===== src/rtl/lsu_pkg.sv =====
// -----------------------------------------------------------------------------
// lsu_pkg
// Shared definitions for the load/store unit: access-size encodings, the
// controller state type, the default bus-phase timeout and a helper that
// classifies requests the unit refuses to put on the bus.
// -----------------------------------------------------------------------------
package lsu_pkg;

    localparam logic [1:0] SZ_BYTE = 2'b00;
    localparam logic [1:0] SZ_HALF = 2'b01;
    localparam logic [1:0] SZ_WORD = 2'b10;

    localparam int unsigned LSU_TIMEOUT_DEFAULT = 256;

    typedef enum logic [2:0] {
        ST_IDLE,
        ST_ACCESS,
        ST_RMW_RD,
        ST_RMW_WR,
        ST_RESP
    } lsu_state_e;

    // Illegal size encoding, or an access that does not sit on its natural
    // boundary.
    function automatic logic req_is_bad(input logic [1:0] size, input logic [1:0] addr_lo);
        logic bad;
        case (size)
            SZ_BYTE: bad = 1'b0;
            SZ_HALF: bad = addr_lo[0];
            SZ_WORD: bad = (addr_lo != 2'b00);
            default: bad = 1'b1;
        endcase
        return bad;
    endfunction

endpackage


===== src/rtl/lsu_byte_lane.sv =====
// -----------------------------------------------------------------------------
// lsu_byte_lane
// Purely combinational lane steering for the load/store unit.
//   word_i        : word read from memory (old word for stores, load source)
//   store_data_i  : right-aligned store data
//   size_i        : SZ_BYTE / SZ_HALF / SZ_WORD
//   addr_lo_i     : byte offset within the word
//   unsigned_i    : zero-extend sub-word loads when set
//   merged_o      : word_i with the store lane(s) replaced by store_data_i
//   load_data_o   : selected lane of word_i, sign or zero extended
// -----------------------------------------------------------------------------
module lsu_byte_lane
    import lsu_pkg::*;
(
    input  logic [31:0] word_i,
    input  logic [31:0] store_data_i,
    input  logic [1:0]  size_i,
    input  logic [1:0]  addr_lo_i,
    input  logic        unsigned_i,
    output logic [31:0] merged_o,
    output logic [31:0] load_data_o
);

    logic [7:0]  byte_sel;
    logic [15:0] half_sel;

    always_comb begin
        merged_o = word_i;
        case (size_i)
            SZ_BYTE: begin
                case (addr_lo_i)
                    2'd0:    merged_o[7:0]   = store_data_i[7:0];
                    2'd1:    merged_o[15:8]  = store_data_i[7:0];
                    2'd2:    merged_o[23:16] = store_data_i[7:0];
                    default: merged_o[31:24] = store_data_i[7:0];
                endcase
            end
            SZ_HALF: begin
                if (addr_lo_i[1]) begin
                    merged_o[31:16] = store_data_i[15:0];
                end else begin
                    merged_o[15:0] = store_data_i[15:0];
                end
            end
            SZ_WORD: merged_o = store_data_i;
            default: merged_o = word_i;
        endcase
    end

    always_comb begin
        case (addr_lo_i)
            2'd0:    byte_sel = word_i[7:0];
            2'd1:    byte_sel = word_i[15:8];
            2'd2:    byte_sel = word_i[23:16];
            default: byte_sel = word_i[31:24];
        endcase
        half_sel = addr_lo_i[1] ? word_i[31:16] : word_i[15:0];

        case (size_i)
            SZ_BYTE: load_data_o = unsigned_i ? {24'b0, byte_sel}
                                              : {{24{byte_sel[7]}}, byte_sel};
            SZ_HALF: load_data_o = unsigned_i ? {16'b0, half_sel}
                                              : {{16{half_sel[15]}}, half_sel};
            default: load_data_o = word_i;
        endcase
    end

endmodule


===== src/rtl/load_store_unit.sv =====
// -----------------------------------------------------------------------------
// load_store_unit
// Memory-stage load/store controller between execute and a word-wide data
// memory bus. Accepts one request at a time, holds the bus stable while the
// memory stretches a phase with mem_ready, stalls the pipeline while busy,
// extracts/extends sub-word loads and turns sub-word stores into a
// read-modify-write because the memory only writes whole words.
//
// Ports
//   clk, rst (async, active-low)
//   req_valid/req_ready/req_we/req_size/req_unsigned/req_addr/req_wdata
//                         : request side, req_ready high only when idle
//   rsp_valid/rsp_rdata/rsp_error : one-cycle completion pulse + result
//   stall                 : high whenever the unit is not idle
//   mem_A/mem_WE/mem_WD   : word-aligned bus outputs (0 when not in a phase)
//   mem_RD/mem_ready/mem_error : bus inputs, mem_error valid with mem_ready
//
// Optional feature macro: LSU_TIMEOUT_EN
//   When defined, a bus phase that waits TIMEOUT_CYCLES cycles for mem_ready
//   is abandoned and the request completes with rsp_error = 1.
// -----------------------------------------------------------------------------
module load_store_unit
    import lsu_pkg::*;
#(
    parameter int unsigned TIMEOUT_CYCLES = LSU_TIMEOUT_DEFAULT,
    parameter int unsigned CNT_W          = 9
) (
    input  logic        clk,
    input  logic        rst,
    input  logic        req_valid,
    output logic        req_ready,
    input  logic        req_we,
    input  logic [1:0]  req_size,
    input  logic        req_unsigned,
    input  logic [31:0] req_addr,
    input  logic [31:0] req_wdata,
    output logic        rsp_valid,
    output logic [31:0] rsp_rdata,
    output logic        rsp_error,
    output logic        stall,
    output logic [31:0] mem_A,
    output logic        mem_WE,
    output logic [31:0] mem_WD,
    input  logic [31:0] mem_RD,
    input  logic        mem_ready,
    input  logic        mem_error
);

    lsu_state_e  state_q, state_d;
    logic        we_q, we_d;
    logic [1:0]  size_q, size_d;
    logic        uns_q, uns_d;
    logic [31:0] addr_q, addr_d;
    logic [31:0] wdata_q, wdata_d;
    logic [31:0] rdata_q, rdata_d;
    logic        err_q, err_d;
    logic [31:0] merged_q, merged_d;

    logic [31:0] lane_merged;
    logic [31:0] lane_load;

`ifdef LSU_TIMEOUT_EN
    logic [CNT_W-1:0] cnt_q, cnt_d;
`else
    logic [CNT_W-1:0] unused_timeout_cfg;
    assign unused_timeout_cfg = CNT_W'(TIMEOUT_CYCLES);
`endif

    lsu_byte_lane u_lane (
        .word_i       (mem_RD),
        .store_data_i (wdata_q),
        .size_i       (size_q),
        .addr_lo_i    (addr_q[1:0]),
        .unsigned_i   (uns_q),
        .merged_o     (lane_merged),
        .load_data_o  (lane_load)
    );

    always_ff @(posedge clk or negedge rst) begin
        if (!rst) begin
            state_q <= ST_IDLE;
        end else begin
            state_q <= state_d;
        end
    end

    always_ff @(posedge clk or negedge rst) begin
        if (!rst) begin
            we_q     <= 1'b0;
            size_q   <= SZ_BYTE;
            uns_q    <= 1'b0;
            addr_q   <= '0;
            wdata_q  <= '0;
            rdata_q  <= '0;
            err_q    <= 1'b0;
            merged_q <= '0;
`ifdef LSU_TIMEOUT_EN
            cnt_q    <= '0;
`endif
        end else begin
            we_q     <= we_d;
            size_q   <= size_d;
            uns_q    <= uns_d;
            addr_q   <= addr_d;
            wdata_q  <= wdata_d;
            rdata_q  <= rdata_d;
            err_q    <= err_d;
            merged_q <= merged_d;
`ifdef LSU_TIMEOUT_EN
            cnt_q    <= cnt_d;
`endif
        end
    end

    always_comb begin
        state_d  = state_q;
        we_d     = we_q;
        size_d   = size_q;
        uns_d    = uns_q;
        addr_d   = addr_q;
        wdata_d  = wdata_q;
        rdata_d  = rdata_q;
        err_d    = err_q;
        merged_d = merged_q;
`ifdef LSU_TIMEOUT_EN
        cnt_d    = cnt_q;
`endif

        case (state_q)
            ST_IDLE: begin
                if (req_valid) begin
                    we_d    = req_we;
                    size_d  = req_size;
                    uns_d   = req_unsigned;
                    addr_d  = req_addr;
                    wdata_d = req_wdata;
                    rdata_d = '0;
                    err_d   = 1'b0;
`ifdef LSU_TIMEOUT_EN
                    cnt_d   = '0;
`endif
                    if (req_is_bad(req_size, req_addr[1:0])) begin
                        err_d   = 1'b1;
                        state_d = ST_RESP;
                    end else if (!req_we || req_size == SZ_WORD) begin
                        state_d = ST_ACCESS;
                    end else begin
                        state_d = ST_RMW_RD;
                    end
                end
            end
            ST_ACCESS: begin
                if (mem_ready) begin
                    err_d   = mem_error;
                    rdata_d = (we_q || mem_error) ? '0 : lane_load;
                    state_d = ST_RESP;
                end
            end
            ST_RMW_RD: begin
                if (mem_ready) begin
                    if (mem_error) begin
                        err_d   = 1'b1;
                        state_d = ST_RESP;
                    end else begin
                        merged_d = lane_merged;
                        state_d  = ST_RMW_WR;
`ifdef LSU_TIMEOUT_EN
                        cnt_d    = '0;
`endif
                    end
                end
            end
            ST_RMW_WR: begin
                if (mem_ready) begin
                    err_d   = mem_error;
                    state_d = ST_RESP;
                end
            end
            ST_RESP: begin
                state_d = ST_IDLE;
            end
            default: state_d = ST_IDLE;
        endcase

`ifdef LSU_TIMEOUT_EN
        // The last waiting cycle is the one where the counter would reach
        // TIMEOUT_CYCLES; abandon the phase so RESP follows immediately.
        if ((state_q == ST_ACCESS || state_q == ST_RMW_RD || state_q == ST_RMW_WR)
            && !mem_ready) begin
            if (cnt_q == CNT_W'(TIMEOUT_CYCLES - 1)) begin
                cnt_d   = '0;
                err_d   = 1'b1;
                rdata_d = '0;
                state_d = ST_RESP;
            end else begin
                cnt_d = cnt_q + 1'b1;
            end
        end
`endif
    end

    // Bus outputs are derived from the latched request only, so they cannot
    // move while a phase is stretched by mem_ready.
    always_comb begin
        req_ready = (state_q == ST_IDLE);
        stall     = (state_q != ST_IDLE);
        rsp_valid = (state_q == ST_RESP);
        rsp_rdata = (state_q == ST_RESP) ? rdata_q : '0;
        rsp_error = (state_q == ST_RESP) && err_q;
        mem_A     = '0;
        mem_WE    = 1'b0;
        mem_WD    = '0;
        case (state_q)
            ST_ACCESS: begin
                mem_A  = {addr_q[31:2], 2'b00};
                mem_WE = we_q;
                mem_WD = we_q ? wdata_q : '0;
            end
            ST_RMW_RD: begin
                mem_A = {addr_q[31:2], 2'b00};
            end
            ST_RMW_WR: begin
                mem_A  = {addr_q[31:2], 2'b00};
                mem_WE = 1'b1;
                mem_WD = merged_q;
            end
            default: ;
        endcase
    end

endmodule

===== config.mk =====
export PLATFORM = sky130hd
export DESIGN_NAME = load_store_unit
export DESIGN_NICKNAME = d
export VERILOG_FILES = /design/src/rtl/lsu_pkg.sv /design/src/rtl/lsu_byte_lane.sv /design/src/rtl/load_store_unit.sv
export SDC_FILE = /design/constraint.sdc
export NUM_CORES = 1
export LEC_CHECK = 0
export BUFFER_PORTS_ARGS = -buffer_cell sky130_fd_sc_hd__buf_2
export CAP_MARGIN = 20
export CORE_MARGIN = 2
export CORE_UTILIZATION = 40
export CTS_BUF_LIST = sky130_fd_sc_hd__clkbuf_4
export CTS_CLUSTER_SIZE = 28
export DETAILED_ROUTE_END_ITERATION = 7
export MAX_ROUTING_LAYER = met4
export PLACE_DENSITY = 0.66
export SYNTH_ARGS = -nofsm -noshare
export SYNTH_HDL_FRONTEND = slang
export SYNTH_SLANG_ARGS = --single-unit

===== constraint.sdc =====
create_clock -name clk -period 1.74 [get_ports clk]
set_input_delay 0 -clock clk [delete_from_list [all_inputs] [get_ports clk]]
set_output_delay 0 -clock clk [all_outputs]
set_load 0.01 [all_outputs]

; Yosys cells after proc, flatten, opt, wreduce, memory -nomap -nowiden
; Index checks and enable logic that the tools add are counted.
; W data, S select, Z words.
[word_totals]
ff_bits = 136
out_inout_bits = 101
word_cells = 82
inputBits = 105
[classes]
n_eq_ne = 15
mux = 37
reduce_logical = 20
bitwise_logic = 1
[ops]
columns = op, count
row1 = $mux W32, 8
row2 = $pmux W32 S2, 3
row3 = $pmux W32 S3, 1
row4 = $mux W16, 3
row5 = $mux W8, 4
row6 = $pmux W8 S3, 1
row7 = $mux W3, 5
row8 = $pmux W3 S3, 1
row9 = $reduce_and A3 Y1, 3
row10 = $ne A2 B2 Y1 const B, 4
row11 = $mux W1, 7
row12 = $eq A2 B1 Y1 const B, 3
row13 = $eq A2 B2 Y1 const B, 3
row14 = $eq A3 B2 Y1 const B, 2
row15 = $logic_not A2 Y1, 3
row16 = $pmux W1 S3, 2
row17 = $reduce_bool A3 Y1, 2
row18 = $reduce_or A3 Y1, 2
row19 = $reduce_and A5 Y1, 1
row20 = $reduce_bool A2 Y1, 2
row21 = $eq A3 B1 Y1 const B, 1
row22 = $eq A3 B3 Y1 const B, 1
row23 = $logic_not A3 Y1, 1
row24 = $logic_or A1 B1 Y1, 2
row25 = 8 further kinds, 8

; Logic depth before layout (Yosys ltp)
; Gate-level depths: netlist of the first run.
[logic_depth]
ltp_word = 7
depth_mapped = 9

; Hierarchy
; From an unflattened synthesis of the first run, not the netlist that was laid out.
[unflattened]
cells_unflattened = 889
area_unflattened_um2 = 7813.7
[by_module_without_submodules]
columns = mod, seq_area_each_um2, area_per_inst_um2, cells_each, instances
row1 = load_store_unit, 3403.3, 6050.8, 620, 1
row2 = lsu_byte_lane, 0.0, 1762.9, 269, 1

; Worst setup path before layout of the first run
; OpenSTA, ideal clock, no wires.
[synth_path]
kind = reg-to-reg
start = reg state_q[0]
end = reg addr_q[0]
required_ns = 1.615
t_arrival_ns = 1.729
stages_incl_launch_ff = 8
slack_ns = -0.114
path_cell_list = dfrtp_1 > buf_6 > or3_4 > inv_2 > and2_1 > buf_6 > buf_8 > mux2_2
[synth_via]
elab_chain_len = 2
[synth_lines]
columns = item, line_no
row1 = "start, declared", load_store_unit.sv:49  ; lsu_state_e state_q, state_d;
row2 = "start signal, assigned", load_store_unit.sv:83  ; state_q <= state_d;
row3 = $logic_not A3 Y1, -
row4 = via req_ready, load_store_unit.sv:31  ; output logic req_ready,
row5 = $reduce_and A2 Y1 (no line), -
row6 = "end signal, assigned", load_store_unit.sv:104  ; addr_q <= addr_d;
row7 = "end, declared", load_store_unit.sv:53  ; logic [31:0] addr_q, addr_d;
; The timed path passes the listed nets, and every way through them passes these cells.
; A chain may end at the register's enable or synchronous reset.

; Worst setup path in the final report of the first run
[layout_path]
start = reg state_q[1]
end = out mem_A[19]
[layout_via]
elab_chain_len = 3
word_cells_on_any_way = 5
cone_classes = eq/ne: 3 / mux: 1 / reduce/logical: 1
[layout_lines]
columns = item, line_no
row1 = $eq A3 B2 Y1 or $eq A3 B1 Y1 (tied branches), load_store_unit.sv:213  ; case (state_q)
row2 = $reduce_or A3 Y1 (no line) *, -
row3 = $mux W32 *, load_store_unit.sv:213
row4 = "end, declared", load_store_unit.sv:41  ; output logic [31:0] mem_A,
; Mark *: on every way between the ends. The rest lies on a longest branch, timed or not.

==> results.yml, run 1 <==
run_status:
  status: "finished with violations"
  violations: "negative setup slack"
detailed_routing:
  wl_per_cell_um: 20.2
  drc: 0
  drt_first_pass_iters: 5
  wl_um: 30100
  detail_route.iter0.violations: 719
  detail-route-antenna-nets: 0
  vias_per_cell: 5.46
  vias: 8132
place:
  hpwl_um: 18000
  dpl_cell_area_um2: 9520
  pre_cts_ws_ns: -0.0748
  place_congestion: 0.915
  io_buffers: 203
timing:
  timing.final.ws_setup_ns: -0.243
  max_freq_mhz: 504
  finalSetupViolations: 220
  min_period_ns: 1.98
  slew_violations: 0
  slew_headroom_pct: 62.6
  worstMarginPinSlew_ns: 0.558
  finalSetupTns_ns: -28.15
  finalHoldViolations: 0
  fin_crit_sh_pct: 114
  skew_ns: 0.0174
  rsz0062_at_grt: "true"
setup_path:
  worst-setup-path-type: "register to primary output"
  required_ns: 1.74
  worstSetupEndpointType: "primary output"
  path_delay_family: "buffers and inverters"
  path_max_fanout: 15
  slowest_stage: "dfrtp_2"
  max_stage_delay_ns: 0.44
  cp.buffers_inverters: 4
  startpoint_type: "register"
  critPathArrivalTime_ns: 1.98
  cp_cell_sequence: "buf_8 -> nor2_4 -> buf_12 -> nor2_4 -> buf_12 -> and2_1 -> buf_2"
floorplanning:
  ioPinCount: 206
  dieWidth_um: 144
  fp.dieH_um: 144
  core_area_um2: 19300
  start_util_pct: 40.4
  num_rows: 51
  dieArea_um2: 20700
yosys:
  netlist.area_leader.share_pct: 43.6
  synth.most_common_cell: "dfrtp_1"
  yosys.area.top_type: "dfrtp_1"
  netlist_top_cells_count: "dfrtp_1, nand2_1, a21oi_1, mux2_2, nor2_1"
  synth_flop_cell: "dfrtp_1"
  netlist_area_um2: 7810
  ys_seq_elements: 136
  synth-warning-count: 0
  synthTopCellsByArea: "dfrtp_1, mux2_2, nand2_1"
  synth-seq-area-share_pct: 43.6
  async_flop_share_pct: 100
  synth_edf_count: 0
  synth.avg_cell_area_um2: 9.32
  synth.distinct_cells: 61
  syn_inst: 838
global_routing:
  grt-ovfl-total: 0
  antenna_found_initial: 1
  grt_max_degree: 61
  grt_pass1_vias: 7643
  grt_pass1_wl_um: 42000
  grt_use_total_pct: 27.6
power_and_ir_drop:
  p_per_area_nw_per_um2: 1720
  power_mw: 21.6
  p_leak_nw: 5.92
  peakVddDrop_mv: 0.782
final_layout:
  fillers: 1477
  regArea_um2: 3400
  area_growth_pct: 60.9
  final_nets: 1316
  fin_util_pct: 65.0
  drive_above_1_share_pct: 44.5
  multi_input_area_um2: 4570
  fin_area_um2: 12600
cts:
  htreeDepth: 4
  cts-root-buf: "clkbuf_4"
  numClockSinks: 136
  numCtsBuffers: 17
  cts_tree: "done"
  clkTransAtPathRegs_ns: 0.13
  clock_latency_ns: 0.57
  cts_max_path_buffers: 2
job:
  maxCapViolCount: 0
worst_hold_path:
  hold_class: "primary input to register"
sequential cells by signal, summed over array words and instances (netlist names):
| name | flops |
|---|---|
| addr_q | 32 |
| merged_q | 32 |
| rdata_q | 32 |
| wdata_q | 32 |
| state_q | 3 |
| size_q | 2 |
| err_q | 1 |
| uns_q | 1 |
| we_q | 1 |
report_power, final:
part	leakage, nW	total, mW	switching [mW]	internal, mW
combinational	4.05	13.2	6.32	6.93
sequential	1.70	5.77	1.22	4.55
clock	0.176	2.59	1.30	1.29
repair_timing:
item	in CTS	in global routing
pin swaps	20	35
setup buffers	21	13
endpoints found under the hold margin	272	0
hold buffers	105	0
gates resized for setup	73	174
cloned	9	12
endpoints found under the setup margin	154	233
layout by cell type, fill, tap and decap left out, types with 21 or more instances in the layout:
master         Yosys  layout
buf_2             13     166
dfrtp_1          136     135
dlygate4sd3_1      0     105
nand2_1          105      94
buf_6              7      58
a21oi_1           72      56
mux2_4             0      56
buf_4              4      56
nor2_1            69      50
and3_1            39      31
o21ai_0           42      26
mux2_2            72      25
and2_1            41      21
and2_4             1      21
final timing paths:
check	to	slack [ns]	startpoint	cells past startpoint
setup / recovery	mem_A[19]	-0.24	state_q[1]	7
hold / removal	addr_q[20]	0.18	req_addr[20]	3
setup reg to reg	addr_q[30]	-0.22	state_q[2]	7
hold reg to reg	rdata_q[24]	0.50	rdata_q[24]	2
max in group asynchronous	merged_q[11]	0.64	rst	4
min in group asynchronous	rdata_q[23]	0.46	rst	3
per-layer routing:
layer,routed length [um],track usage (%),share of wire [%]
met1,12600,36.6,42
met2,14300,41.9,47
met3,2430,6.23,8.1
met4,789,9.34,2.6
met5,0,-,0
cell families after synthesis:
kind of cell / Yosys count / share of synthesized area, %
flip-flops: 136 / 43.6
buffers and inverters: 86 / 6.19
multiplexers: 86 / 12.5
AO/OA/AOI/OAI: 205 / 16.7
other: 1 / 0.0480
AND/OR/NAND/NOR: 324 / 20.9
final cells by class:
cell class                      count  share of cell area, %
Tap cell                          265                   2.64
Multi-Input combinational cell    617                   36.4
Antenna cell                        1                 0.0199
Inverter                           14                  0.438
Clock inverter                     15                   1.79
Sequential cell                   136                   27.1
Timing Repair Buffer              425                   30.6
Clock buffer                       17                   1.02
tightest hold or removal path, delay by kind of cell:
kind                   cells  cell delay (ns)
buffers and inverters      2             0.61
multiplexers               1             0.12
metrics by stage:
stage	hold slack, ns	cells
2_1_floorplan	-0.296	839
3_3_place_gp	-0.0383	1300
3_5_place_dp	-0.0369	1300
4_1_cts	0.124	1467
5_1_grt	0.147	1490
6_report	0.185	1490
Note: power is estimated with default switching activity, not from simulation.
==> run 2: changes to the inputs <==
--- a/config.mk
+++ b/config.mk
@@ -12,6 +12,7 @@
 export CTS_BUF_LIST = sky130_fd_sc_hd__clkbuf_4
 export CTS_CLUSTER_SIZE = 28
 export DETAILED_ROUTE_END_ITERATION = 7
+export GPL_TIMING_DRIVEN = 0
 export MAX_ROUTING_LAYER = met4
 export PLACE_DENSITY = 0.66
 export SYNTH_ARGS = -nofsm -noshare
==> constraint.sdc (replaced) <==
create_clock -name clk -period 1.65 [get_ports clk]
set_input_delay 0 -clock clk [delete_from_list [all_inputs] [get_ports clk]]
set_output_delay 0 -clock clk [all_outputs]
set_load 0.01 [all_outputs]
==> results.yml, run 2 (synthesis gave the netlist of run 1 again) <==
cts:
  cts_tree: "done"
  clock_latency_ns: 0.58
  htreeDepth: 4
  clkTransAtPathRegs_ns: 0.12
  cts-root-buf: "clkbuf_4"
  numClockSinks: 136
  numCtsBuffers: 17
  cts_max_path_buffers: 2
setup_path:
  rrSetupSlack_ns: -0.29
  required_ns: 1.65
  worstSetupEndpointType: "primary output"
  startpoint_type: "register"
  critPathArrivalTime_ns: 1.94
  worst-setup-path-type: "register to primary output"
  path_max_fanout: 10
detailed_routing:
  wl_um: 30000
  vias_per_cell: 5.43
  detail-route-antenna-nets: 0
  drt_first_pass_iters: 6
  drc: 0
  vias: 8090
  wl_per_cell_um: 20.1
  detail_route.iter0.violations: 643
global_routing:
  grt_max_degree: 87
  grt_use_total_pct: 28.5
  antenna_found_initial: 1
  grt-ovfl-total: 0
  grt_pass1_wl_um: 43500
  grt_pass1_vias: 7915
timing:
  finalHoldViolations: 0
  fin_crit_sh_pct: 118
  skew_ns: 0.0206
  timing.final.ws_setup_ns: -0.292
  min_period_ns: 1.94
  finalSetupViolations: 233
  worstMarginPinSlew_ns: 0.634
  slew_headroom_pct: 57.7
  finalSetupTns_ns: -44.20
  slew_violations: 0
  rsz0062_at_grt: "true"
  max_freq_mhz: 515
power_and_ir_drop:
  p_per_area_nw_per_um2: 1760
  peakVddDrop_mv: 1.03
  power.switching_mw: 9.16
  sw_frac_of_total_pct: 42.3
  intPower_mw: 12.5
  power_frac_comb_pct: 59.5
  pwr-share-seq_pct: 28.9
  power_mw: 21.7
  power_frac_clock_pct: 11.7
  p_leak_nw: 5.81
place:
  hpwl_um: 19400
  place_congestion: 0.936
  io_buffers: 203
floorplanning:
  dieArea_um2: 20700
  core_area_um2: 19300
  dieWidth_um: 144
  num_rows: 51
  start_util_pct: 40.4
  fp.dieH_um: 144
  ioPinCount: 206
final_layout:
  final_common_cell: "buf_2"
  drive_above_1_share_pct: 44.7
  final_nets: 1316
  area_growth_pct: 57.7
  layout_common_cells: "buf_2, dfrtp_1, dlygate4sd3_1"
  fin_util_pct: 63.7
  fillers: 1500
worst_hold_path:
  hold_class: "primary input to register"
job:
  maxCapViolCount: 0
run_status:
  status: "finished with violations"
  violations: "negative setup slack"
==> run 2: cell count changes in the layout (fill, tap and decap cells not counted), sizes merged <==
| cell | before | now |
|---|---|---|
| clkinvlp | 3 | 2 |
| clkbuf | 27 | 62 |
| buf | 309 | 276 |
| bufinv | 5 | 4 |
| bufbuf | 1 | 0 |
| clkinv | 5 | 7 |
| inv | 16 | 15 |
==> run 2: cell type report <==
cell class	instances	area (um^2)	share of cell area (%)
Antenna cell	1	2.50	0.0203
Tap cell	265	332	2.69
Inverter	14	55.1	0.447
Buffer	70	835	6.78
Multi-Input combinational cell	617	4600	37.3
Clock inverter	14	180	1.46
Timing Repair Buffer	355	2770	22.5
Clock buffer	18	135	1.10
Sequential cell	136	3410	27.7
==> run 2: per-stage QoR <==
step | hold WS (ns) | area (um^2) | instances | setup WS [ns]
after floorplan | -0.296 | 8000 | 839 | -0.179
after global placement | 0.205 | 9340 | 1307 | -1.41
after detailed placement | -0.0141 | 9380 | 1308 | -0.373
after CTS | 0.140 | 11700 | 1472 | -0.256
after global routing | 0.158 | 12300 | 1490 | -0.357
final | 0.165 | 12300 | 1490 | -0.292
==> run 2: what timing repair did <==
item | CTS | global route
resized for setup | 194 | 101
pin swaps | 17 | 14
endpoints found under the setup margin | 233 | 234
gates cloned | 7 | 11
buffers inserted | 23 | 6
hold endpoints to repair | 272 | 0
hold buffers | 105 | 0
==> run 2: layer usage <==
layer	routed length, um	global-route usage, %	vias up
met4	1060	11.1	0
met2	14200	45.8	437
met1	12100	35.5	3894
li1	-	-	3682
met5	0	-	-
met3	2570	5.96	77
==> run 2: worst paths after layout <==
kind | start | end | depth (start not counted)
min in group asynchronous | rst | rdata_q[19] | 3
worst min register to register | rdata_q[28] | rdata_q[28] | 2
worst max register to register | state_q[0] | wdata_q[6] | 7
worst min-delay path | req_wdata[26] | wdata_q[26] | 4
worst max-delay path | state_q[1] | mem_A[4] | 7
max in group asynchronous | rst | we_q | 4
==> run 2: power by group through the flow <==
stage               logic [mW]  registers, mW  clock network (mW)
floorplan                 7.06           5.54                   0
global placement          9.34           6.07                   0
detailed placement        9.48           6.10                   0
CTS                       11.6           6.12                2.55
global route              13.7           6.37                2.68
finish                    12.9           6.25                2.53
==> run 2: worst max-delay path: stages (launching register included) <==
cell and delay (ns):
dfrtp_1 0.36, buf_6 0.16, nor2_4 0.06, buf_6 0.13
nor2_4 0.19, clkbuf_8 0.21, and2_1 0.14, buf_2 0.13
==> run 3: changes to the inputs <==
--- a/config.mk
+++ b/config.mk
@@ -5,6 +5,7 @@
 export SDC_FILE = /design/constraint.sdc
 export NUM_CORES = 1
 export LEC_CHECK = 0
+export ABC_AREA = 1
 export BUFFER_PORTS_ARGS = -buffer_cell sky130_fd_sc_hd__buf_2
 export CAP_MARGIN = 20
 export CORE_MARGIN = 2
@@ -15,6 +16,7 @@
 export GPL_TIMING_DRIVEN = 0
 export MAX_ROUTING_LAYER = met4
 export PLACE_DENSITY = 0.66
+export SLEW_MARGIN = 15
 export SYNTH_ARGS = -nofsm -noshare
 export SYNTH_HDL_FRONTEND = slang
 export SYNTH_SLANG_ARGS = --single-unit
==> results.yml, run 3 <==
detailed_routing:
  wl_per_cell_um: 16.1
  dr_wl_met3_um: 1840
  detail-route-antenna-nets: 0
  detail_route.iter0.violations: 606
  top_layer: "met4"
  wl_um: 29200
  met2_length_um: 14400
  vias_per_cell: 4.84
  drt_first_pass_iters: 8
  vias: 8800
  drc: 0
  met1_length_um: 12500
final_layout:
  fin_util_pct: 58.5
  fin_cells: 1819
  fillers: 1841
  layout_common_cells: "nand2_1, buf_2, inv_1"
  area_growth_pct: 44.3
  fin_area_um2: 11300
  drive_above_1_share_pct: 25.3
  final_common_cell: "nand2_1"
  final_nets: 1645
worst_hold_path:
  hold_class: "primary input to register"
yosys:
  netlist_area_um2: 7860
  syn_inst: 1186
  ys_seq_elements: 136
  synth-warning-count: 0
  yosys.area.top_type: "dfrtp_1"
  netlist.area_leader.share_pct: 43.3
  async_flop_share_pct: 100
  synth.most_common_cell: "nand2_1"
  synth_edf_count: 0
  synth_flop_cell: "dfrtp_1"
  synth-seq-area-share_pct: 43.3
  synth.avg_cell_area_um2: 6.63
  synthTopCellsByArea: "dfrtp_1, nand2_1, nor2_1"
  synth.distinct_cells: 28
  netlist_top_cells_count: "nand2_1, nor2_1, inv_1, dfrtp_1, o21ai_0"
setup_path:
  slowest_stage: "dfrtp_2"
  required_ns: 1.65
  worst-setup-path-type: "register to primary output"
  critPathArrivalTime_ns: 1.90
  path_max_fanout: 10
  cp.buffers_inverters: 3
  max_stage_delay_ns: 0.43
  worstSetupEndpointType: "primary output"
  cp_cell_sequence: "buf_4 -> nand3_4 -> clkbuf_8 -> o22ai_1 -> buf_2"
  startpoint_type: "register"
  path_delay_family: "buffers and inverters"
place:
  dpl_cell_area_um2: 9250
  dp_cells: 1656
  io_buffers: 203
  place_congestion: 1.02
  hpwl_um: 21000
  pre_cts_ws_ns: -0.279
job:
  maxCapViolCount: 0
timing:
  finalHoldViolations: 0
  min_period_ns: 1.90
  whs_ns: 0.135
  finalSetupViolations: 107
  fin_crit_sh_pct: 115
  skew_ns: 0.0262
  rsz0062_at_grt: "true"
  timing.final.ws_setup_ns: -0.249
  finalSetupTns_ns: -15.44
  slew_violations: 0
  max_freq_mhz: 527
global_routing:
  antenna_found_initial: 1
  grt_pass1_wl_um: 44800
  grt-ovfl-total: 0
  grt_use_total_pct: 29.1
  grt_pass1_vias: 8538
  grt_max_degree: 84
floorplanning:
  fp.dieH_um: 144
  core_area_um2: 19400
  start_util_pct: 40.5
  num_rows: 51
  dieArea_um2: 20800
  ioPinCount: 206
  dieWidth_um: 144
run_status:
  violations: "negative setup slack"
  status: "finished with violations"
power_and_ir_drop:
  power_mw: 18.4
  p_per_area_nw_per_um2: 1620
  peakVddDrop_mv: 0.957
  p_leak_nw: 6.10
cts:
  clkTransAtPathRegs_ns: 0.16
  numClockSinks: 136
  clock_latency_ns: 0.59
  numCtsBuffers: 17
  cts_max_path_buffers: 2
  cts-root-buf: "clkbuf_4"
  htreeDepth: 4
  cts_tree: "done"
==> run 3: cell count changes after synthesis, moves of 17 or more <==
cell      previous run  this run
a21oi_1             72        16
and2_1              41         0
and3_1              39         0
buf_2               13        30
clkbuf_1            38        18
inv_1               13       179
mux2_2              72         0
nand2_1            105       381
nand3_1             15        67
nor2_1              69       181
o21ai_0             42       104
o22ai_1              1        32
==> run 3: cells by family (layout without fill, tap and decap cells) <==
logic type | Yosys count | in the layout | share of synthesized area [%]
simple gates | 644 | 644 | 32.8
other cells | 1 | 3 | 0.0477
buf+inv | 242 | 608 | 12.7
compound gates | 163 | 163 | 11.2
flops | 136 | 136 | 43.3
==> run 3: cell type report <==
cell class	count	area, um^2	share of cell area, %
diodes	1	2.50	0.0221
plain buffers	56	507	4.47
clock buffers	17	128	1.12
clock inverters	15	176	1.55
inverters	185	713	6.28
multi-input cells	809	3740	33.0
flip-flops and latches	136	3410	30.0
well taps	265	332	2.92
repair buffers	335	2340	20.6
==> run 3: path summary, 6_finish.rpt <==
check                              from           end  slack (ns)  cells after the start
max in group asynchronous           rst    state_q[2]        0.40                      4
max reg2reg                  state_q[2]  merged_q[25]       -0.06                     10
min reg2reg                  rdata_q[9]    rdata_q[9]        0.50                      2
min in group asynchronous           rst   wdata_q[22]        0.45                      3
min                        req_addr[14]    addr_q[14]        0.13                      4
max                          state_q[1]     mem_WD[9]       -0.25                      5
==> run 3: per-layer routing <==
layer | track usage [%] | up-vias
met3 | 5.00 | 41
li1 | - | 4354
met2 | 49.0 | 341
met4 | 7.92 | 0
met1 | 36.5 | 4064
met5 | - | -
==> run 3: worst min-delay path, delay by kind of cell <==
kind / cells / cell delay [ns]
simple gates: 1 / 0.04
compound gates: 1 / 0.06
buf+inv: 2 / 0.61
==> run 3: what timing repair did <==
item,CTS,global route
gates resized for setup,103,78
pin swaps,4,4
hold buffers,105,0
cloned,2,0
endpoints found under the hold margin,272,0
endpoints found under the setup margin,208,227
buffers inserted,13,11
==> run 3: power by group <==
part / internal [mW] / switching, mW / total [mW]
sequential: 4.70 / 0.783 / 5.48
clock: 0.846 / 1.56 / 2.41
combinational: 3.80 / 6.74 / 10.5
